## src/rtl/stim_sequencer_if.sv

```systemverilog
// stim_sequencer_if
// Bundles the control inputs and the vector bus of the stimulus sequencer.
//   master : test controller side, drives start/mode/num_vectors/hold
//   slave  : sequencer side, drives vec_out/vec_valid/vec_index/busy/done
// Signals:
//   start        begin a run (only looked at while the sequencer is idle)
//   mode         pattern select, captured together with start
//   num_vectors  run length, captured together with start
//   hold         freeze the current vector for this cycle
//   vec_out      current stimulus vector
//   vec_valid    vec_out belongs to the current run
//   vec_index    0-based position of vec_out within the run
//   busy         a run is in progress
//   done         one-cycle completion pulse
interface stim_sequencer_if #(
    parameter int WIDTH   = 6,
    parameter int COUNT_W = 16
) ();
    logic               start;
    logic [1:0]         mode;
    logic [COUNT_W-1:0] num_vectors;
    logic               hold;
    logic [WIDTH-1:0]   vec_out;
    logic               vec_valid;
    logic [COUNT_W-1:0] vec_index;
    logic               busy;
    logic               done;

    modport master (
        output start, mode, num_vectors, hold,
        input  vec_out, vec_valid, vec_index, busy, done
    );

    modport slave (
        input  start, mode, num_vectors, hold,
        output vec_out, vec_valid, vec_index, busy, done
    );
endinterface

```

## src/rtl/stim_sequencer.sv

```systemverilog
// stim_sequencer
// Emits a bounded run of stimulus vectors in one of four patterns
// (increment, decrement, walking one, Galois LFSR), with a stall input
// and a one-cycle completion pulse.
// Ports:
//   clk    rising-edge clock
//   reset  synchronous, active-high reset
//   bus    stim_sequencer_if slave modport (control in, vector bus out)
// Parameters:
//   WIDTH      vector width in bits (>= 2)
//   COUNT_W    width of the run-length and index counters
//   LFSR_TAPS  Galois feedback mask used in LFSR mode
module stim_sequencer #(
    parameter int               WIDTH     = 6,
    parameter int               COUNT_W   = 16,
    parameter logic [WIDTH-1:0] LFSR_TAPS = 6'h30
) (
    input  logic            clk,
    input  logic            reset,
    stim_sequencer_if.slave bus
);

    typedef enum logic [1:0] {
        IDLE = 2'd0,
        RUN  = 2'd1,
        DONE = 2'd2
    } state_t;

    localparam logic [1:0] MODE_INC   = 2'b00;
    localparam logic [1:0] MODE_DEC   = 2'b01;
    localparam logic [1:0] MODE_WALK1 = 2'b10;

    state_t             state;
    logic [1:0]         mode_q;
    logic [COUNT_W-1:0] num_q;
    logic [WIDTH-1:0]   vec_q;
    logic [COUNT_W-1:0] index_q;
    logic               valid_q;
    logic               busy_q;
    logic               done_q;

    // First vector of a run for the given pattern.
    function automatic logic [WIDTH-1:0] first_value(input logic [1:0] m);
        logic [WIDTH-1:0] v;
        case (m)
            MODE_INC: v = '0;
            MODE_DEC: v = '1;
            default:  v = WIDTH'(1);
        endcase
        return v;
    endfunction

    // Successor of v for the given pattern.
    function automatic logic [WIDTH-1:0] next_value(input logic [1:0] m,
                                                    input logic [WIDTH-1:0] v);
        logic [WIDTH-1:0] n;
        case (m)
            MODE_INC:   n = v + WIDTH'(1);
            MODE_DEC:   n = v - WIDTH'(1);
            MODE_WALK1: n = {v[WIDTH-2:0], v[WIDTH-1]};
            default:    n = (v >> 1) ^ (v[0] ? LFSR_TAPS : '0);
        endcase
        return n;
    endfunction

    // Single FSM with all outputs registered. mode and num_vectors are
    // captured on start so the controller may change them during a run.
    // A zero-length run goes straight to DONE so the controller still gets
    // its completion pulse.
    always_ff @(posedge clk) begin
        if (reset) begin
            state   <= IDLE;
            mode_q  <= '0;
            num_q   <= '0;
            vec_q   <= '0;
            index_q <= '0;
            valid_q <= 1'b0;
            busy_q  <= 1'b0;
            done_q  <= 1'b0;
        end else begin
            case (state)
                IDLE: begin
                    done_q <= 1'b0;
                    if (bus.start) begin
                        mode_q <= bus.mode;
                        num_q  <= bus.num_vectors;
                        if (bus.num_vectors != '0) begin
                            state   <= RUN;
                            vec_q   <= first_value(bus.mode);
                            index_q <= '0;
                            valid_q <= 1'b1;
                            busy_q  <= 1'b1;
                        end else begin
                            state  <= DONE;
                            done_q <= 1'b1;
                        end
                    end
                end
                RUN: begin
                    if (!bus.hold) begin
                        if (index_q == num_q - COUNT_W'(1)) begin
                            // Last vector consumed; vec/index keep their value.
                            state   <= DONE;
                            valid_q <= 1'b0;
                            busy_q  <= 1'b0;
                            done_q  <= 1'b1;
                        end else begin
                            vec_q   <= next_value(mode_q, vec_q);
                            index_q <= index_q + COUNT_W'(1);
                        end
                    end
                end
                DONE: begin
                    state  <= IDLE;
                    done_q <= 1'b0;
                end
                default: begin
                    state   <= IDLE;
                    valid_q <= 1'b0;
                    busy_q  <= 1'b0;
                    done_q  <= 1'b0;
                end
            endcase
        end
    end

    assign bus.vec_out   = vec_q;
    assign bus.vec_valid = valid_q;
    assign bus.vec_index = index_q;
    assign bus.busy      = busy_q;
    assign bus.done      = done_q;

endmodule

```

## src/flat_wrapper.sv

```systemverilog
// flat-port wrapper written by rule: the top's interface ports become plain ports
module stim_sequencer_flat 
#(
    parameter int               WIDTH     = 6,
    parameter int               COUNT_W   = 16,
    parameter logic [WIDTH-1:0] LFSR_TAPS = 6'h30
)
  (clk, reset, bus_start, bus_mode, bus_num_vectors, bus_hold, bus_vec_out, bus_vec_valid, bus_vec_index, bus_busy, bus_done);
  stim_sequencer_if #(.WIDTH(WIDTH), .COUNT_W(COUNT_W)) bus_i ();
  input  logic clk;
  input  logic reset;
  input wire logic [$bits(bus_i.start)-1:0] bus_start;
  input wire logic [$bits(bus_i.mode)-1:0] bus_mode;
  input wire logic [$bits(bus_i.num_vectors)-1:0] bus_num_vectors;
  input wire logic [$bits(bus_i.hold)-1:0] bus_hold;
  output wire logic [$bits(bus_i.vec_out)-1:0] bus_vec_out;
  output wire logic [$bits(bus_i.vec_valid)-1:0] bus_vec_valid;
  output wire logic [$bits(bus_i.vec_index)-1:0] bus_vec_index;
  output wire logic [$bits(bus_i.busy)-1:0] bus_busy;
  output wire logic [$bits(bus_i.done)-1:0] bus_done;
  assign bus_i.start = bus_start;
  assign bus_i.mode = bus_mode;
  assign bus_i.num_vectors = bus_num_vectors;
  assign bus_i.hold = bus_hold;
  assign bus_vec_out = bus_i.vec_out;
  assign bus_vec_valid = bus_i.vec_valid;
  assign bus_vec_index = bus_i.vec_index;
  assign bus_busy = bus_i.busy;
  assign bus_done = bus_i.done;
  stim_sequencer #(.WIDTH(WIDTH), .COUNT_W(COUNT_W), .LFSR_TAPS(LFSR_TAPS)) u_core (.clk(clk), .reset(reset), .bus(bus_i));
endmodule
```

## config.mk

```make
export PLATFORM = sky130hd
export DESIGN_NAME = stim_sequencer_flat
export DESIGN_NICKNAME = d
export VERILOG_FILES = /design/src/rtl/stim_sequencer_if.sv /design/src/rtl/stim_sequencer.sv /design/src/flat_wrapper.sv
export SDC_FILE = /design/constraint.sdc
export NUM_CORES = 1
export LEC_CHECK = 0
export CAP_MARGIN = 20
export CORE_ASPECT_RATIO = 1.75
export CORE_MARGIN = 10
export CORE_UTILIZATION = 57
export DETAILED_ROUTE_END_ITERATION = 7
export PLACE_DENSITY = 0.85
export SLEW_MARGIN = 0
export SYNTH_ARGS = -nofsm -noshare
export SYNTH_HDL_FRONTEND = slang
export SYNTH_SLANG_ARGS = --single-unit
```

## constraint.sdc

```tcl
create_clock -name clk -period 5.1 [get_ports clk]
set_input_delay 1.02 -clock clk [delete_from_list [all_inputs] [get_ports clk]]
set_output_delay 1.02 -clock clk [all_outputs]
set_load 0.02 [all_outputs]
```

Yosys cells after proc, flatten, opt, wreduce, memory -nomap -nowiden
Index checks and enable logic that the tools add are counted.

Register bits after elaboration: 44. Bits of input ports: 22. Output and inout port bits: 25.

Add/subtract/negate cells: 4. Equality and inequality tests: 11. Mux-type cells: 28. Bitwise gates (word level): 2. Reductions and logical operators: 10.

Operators with widths (count): $mux W16 (4); $pmux W16 S2 (1); $mux W6 (5); $pmux W6 S2 (2); $pmux W6 S3 (1); $add A16 B1 Y16 const B (1); $eq A16 B16 Y1 (1); $reduce_bool A16 Y1 (1); $sub A16 B1 Y16 const B (1); $reduce_and A5 Y1 (2); $mux W1 (8); $mux W2 (4); $add A6 B1 Y6 const B (1); $eq A2 B1 Y1 const B (3); $logic_not A2 Y1 (3); $ne A2 B2 Y1 const B (3); $sub A6 B1 Y6 const B (1); $xor A5 B6 Y6 (1); $eq A2 B2 Y1 const B (2); $ne A2 B1 Y1 const B (2); $pmux W2 S2 (1); $reduce_and A2 Y1 (2); $pmux W1 S3 (1); $reduce_and A3 Y1 (1); 3 further kinds (3).

Longest topological paths before layout
Word-level depth: 6. Depth in mapped cells: 11. Gate-level depth less buffers: 9.

Worst setup path before layout
Ideal clock, no wire load.

Path type: flip-flop to flip-flop. Start point: register u_core.num_q[0]. End point: register u_core.state[0]. Library setup time: 0.115 ns. Data arrival time: 2.708 ns. Required time: 4.985 ns. Slack: 2.277 ns. Stages on the path, launching flop included: 10. Buffers on the path: 0. Clock period less this slack: 2.823 ns. Path through: dfxtp_1 -> inv_1 -> ha_1 -> or3b_1 -> or4_1 -> a211oi_2 -> or4b_1 -> nor4_4 -> a21oi_1 -> o21ba_1.

Longest elaborated chain between the ends: 4.

Ends and longest elaborated chain: start, declared (line stim_sequencer.sv:35) `logic [COUNT_W-1:0] num_q;`; start signal, assigned (line stim_sequencer.sv:86) `num_q <= bus.num_vectors;`; $sub A16 B1 Y16 (line stim_sequencer.sv:101) `if (index_q == num_q - COUNT_W'(1)) begin`; $eq A16 B16 Y1 (line stim_sequencer.sv:101); $ne A2 B1 Y1 (no line); $reduce_and A3 Y1 (no line); end signal, assigned (line stim_sequencer.sv:103) `state <= DONE;`; end signal, assigned (line stim_sequencer.sv:114) `state <= IDLE;`; end signal, assigned (line stim_sequencer.sv:118) `state <= IDLE;`; end, declared (line stim_sequencer.sv:33) `state_t state;`.

No other way between the ends. A chain may end at the register's enable or synchronous reset.

Worst setup path in the final report
Start point: register u_core.num_q[0]. End point: register u_core.index_q[14], in the netlist u_core.bus.vec_index[14].

Longest elaborated chain between the ends: 4.

Ends and longest elaborated chain: $sub A16 B1 Y16 (line stim_sequencer.sv:101); $eq A16 B16 Y1 (line stim_sequencer.sv:101); $ne A2 B2 Y1 (no line); $reduce_and A5 Y1 (no line); end signal, assigned (line stim_sequencer.sv:109) `index_q <= index_q + COUNT_W'(1);`; end, declared (line stim_sequencer.sv:37) `logic [COUNT_W-1:0] index_q;`.

No other way between the ends.

==> qor.csv <==
metric,value,unit
grt_antenna_before_repair,0,
fin_util,71.0,%
cts-resized-gates,0,
overflow,0,
clock_sinks,44,
crit_fanout,34,
die_area,0.00812,mm2
drc,0,
clkTransAtPathRegs,0.08,ns
gp_congestion,0.876,
synth_seq_cells,44,
rsz0062_at_grt,no,
busiest_layer,met2,
gr-usage-met1,18.9,%
place_inst,434,
synth-edff-count,0,
cp.required,5.32,ns
final_cells,442,
syn-num-nets,382,
ant_nets,0,
grtUsageMet3,3.73,%
period_share,64.4,%
crit_chain,inv_1 -> ha_1 -> or3b_1 -> or4_1 -> a211oi_2 -> and4_1 -> o21ai_0 -> a21oi_1,
clk_latency,0.29,ns
crit_type,reg -> reg,
diodes,0,
via_count,2753,
wl,7540,um
synth_cell_type_count,53,
drive_gt1_share,4.10,%
postSynthAreaPerCell,7.80,um2
yosysSeqAreaShare,32.0,%
start_kind,flip-flop,
io_buffers,46,
status,finished clean,
rows,33,
crit_path_end_kind,flip-flop,
h-tree-depth,2,
min_period,3.28,ns
cts_tree,built,
setup_tns,0,ns
reg2reg_from,u_core.num_q[0],
timing.hold.ws,0.496,ns
hold_depth,2,
use_met2,34.7,%
netlist_instances,353,
finalNetCount,418,
min-delay-start,u_core.num_q[15],
finalHoldViolCount,0,
grt_pass1_wl,12600,um
cp.arrival,3.50,ns
final_max_slew_viol_count,0,
dp_hpwl,5760,um
power_density,246,mW/mm2
holdCritPathClass,reg -> reg,
grtUsageTotal,18.5,%
wl_per_cell,17.1,um
die_h,112,um
ioPinCount,47,
drt_pass1_iterations,5,
synthArstFlopShare,0,%
synth_warnings,0,
max_stage_delay,0.88,ns
core_region_area,0.00467,mm2
cts_root_buf,clkbuf_8,
synth_area,0.00276,mm2
worst_pin_slew,1.06,ns
total_power,0.000815,W
crit_slowest_cell,and4_1,
ir_drop,0.232,mV
drt_iter0_markers,175,
max_freq,0.305,GHz
cap_violations,0,
rr_worst_depth,8,
fp.dieW,72.6,um
finalClockSkew,0.00631,ns
grt_pass1_vias,2718,
vias_per_cell,6.23,
p_leak,1.19,nW
synthFlopType,dfxtp_1,
cts_buffers,5,
cts_setup_buffers,0,
cts_hold_buf,0,
initial_core_util,59.1,%
area_growth_syn_to_layout,20.3,%
crit_path_start,u_core.num_q[0],
setup_violations,0,
cts_max_path_buffers,2,
grt_max_degree,35,
slew_headroom,28.8,%
metrics by stage:
| stage | worst slack (ns) | instance area (um2) |
|---|---|---|
| after floorplan | 2.28 | 2760 |
| after CTS | 1.85 | 3310 |
| after global placement | 1.67 | 3220 |
| after global routing | 1.59 | 3310 |
| final | 1.82 | 3310 |
| after detailed placement | 1.56 | 3220 |
path summary, 6_finish.rpt:
path / endpoint / slack, ns
setup / recovery: u_core.bus.vec_index[14] / 1.82
hold / removal: u_core.num_q[15] / 0.50
setup reg to reg: u_core.bus.vec_index[14] / 1.82
hold reg to reg: u_core.num_q[15] / 0.50
report_power, final:
part | total, W | leakage (nW) | internal, W | switching [W]
combinational | 0.000199 | 0.785 | 0.0000917 | 0.000107
sequential | 0.000387 | 0.359 | 0.000359 | 0.0000278
clock | 0.000229 | 0.0445 | 0.000110 | 0.000119
critical path: cells and delay by family (launching register included):
| family | cells | cell delay, ns |
|---|---|---|
| compound gates | 3 | 0.71 |
| simple gates | 3 | 1.85 |
| buf+inv | 1 | 0.08 |
| fa+ha+maj | 1 | 0.19 |
| flops | 1 | 0.38 |
state kept, by name, summed over array words and instances, names as in the netlist:
name	cells
u_core.bus.vec_index	16
u_core.bus.vec_out	6
u_core.num_q	16
u_core.bus.vec_valid	1
u_core.mode_q	2
u_core.bus.done	1
u_core.state	2
cells in the final DEF, fill, tap and decap left out, types with 7 or more instances in the layout:
cell,count
o21ai_0,14
dfxtp_1,44
nand2_1,46
nand3_1,10
or3_1,10
nand4_1,7
xor2_1,11
nor2b_1,7
nor3_1,9
a21oi_1,50
nor4_1,10
nor2_1,16
xnor2_1,14
clkdlybuf4s50_1,46
or4_1,8
logic make-up (layout without fill, tap and decap cells):
family	after synthesis	after routing	synth area share, %
multiplexers	6	6	2.18
AO/OA/AOI/OAI	98	98	21.4
AND/OR/NAND/NOR	148	148	29.5
adder cells (fa/ha/maj)	7	7	3.45
XOR/XNOR	25	25	7.95
flip-flops	44	44	32.0
buffers and inverters	25	62	3.54
routing by layer:
metal  up-vias  routed length (um)
li1       1383                   -
met4         0                 142
met1      1288                2830
met3        11                 380
met5         -                   0
met2        71                4190
cells in the mapped netlist, types with 2 or more instances:
master	n	area, um2
or4_1	8	60.1
dfxtp_1	44	881
nor2b_1	7	43.8
a311oi_1	4	35.0
nor2_1	16	60.1
a211o_1	2	17.5
xnor2_1	14	123
o41ai_1	2	17.5
mux2i_1	6	60.1
inv_1	6	22.5
ha_1	6	75.1
a21oi_1	50	250
and4_1	3	26.3
nand2b_1	3	18.8
and2_1	3	18.8
a31oi_1	3	18.8
o21ai_1	2	10.0
nor3_1	9	45.0
clkbuf_1	18	67.6
or3_1	10	62.6
xor2_1	11	96.3
nand3_1	10	50.1
o21ai_0	14	70.1
and3_1	4	25.0
nand2_1	46	173
o211ai_1	4	30.0
or2_2	2	12.5
a211oi_1	2	15.0
nand4_1	7	43.8
o31ai_1	5	37.5
nor4_1	10	62.6
final cells by class:
type / count / area, um2
clock inverter: 1 / 7.51
clock buffer: 7 / 86.3
fill: 399 / 1350
multi-input combinational: 284 / 1780
inverter: 6 / 22.5
tap: 52 / 65.1
timing repair buffer: 48 / 475
sequential: 44 / 881
(Power assumes the default switching activity.)
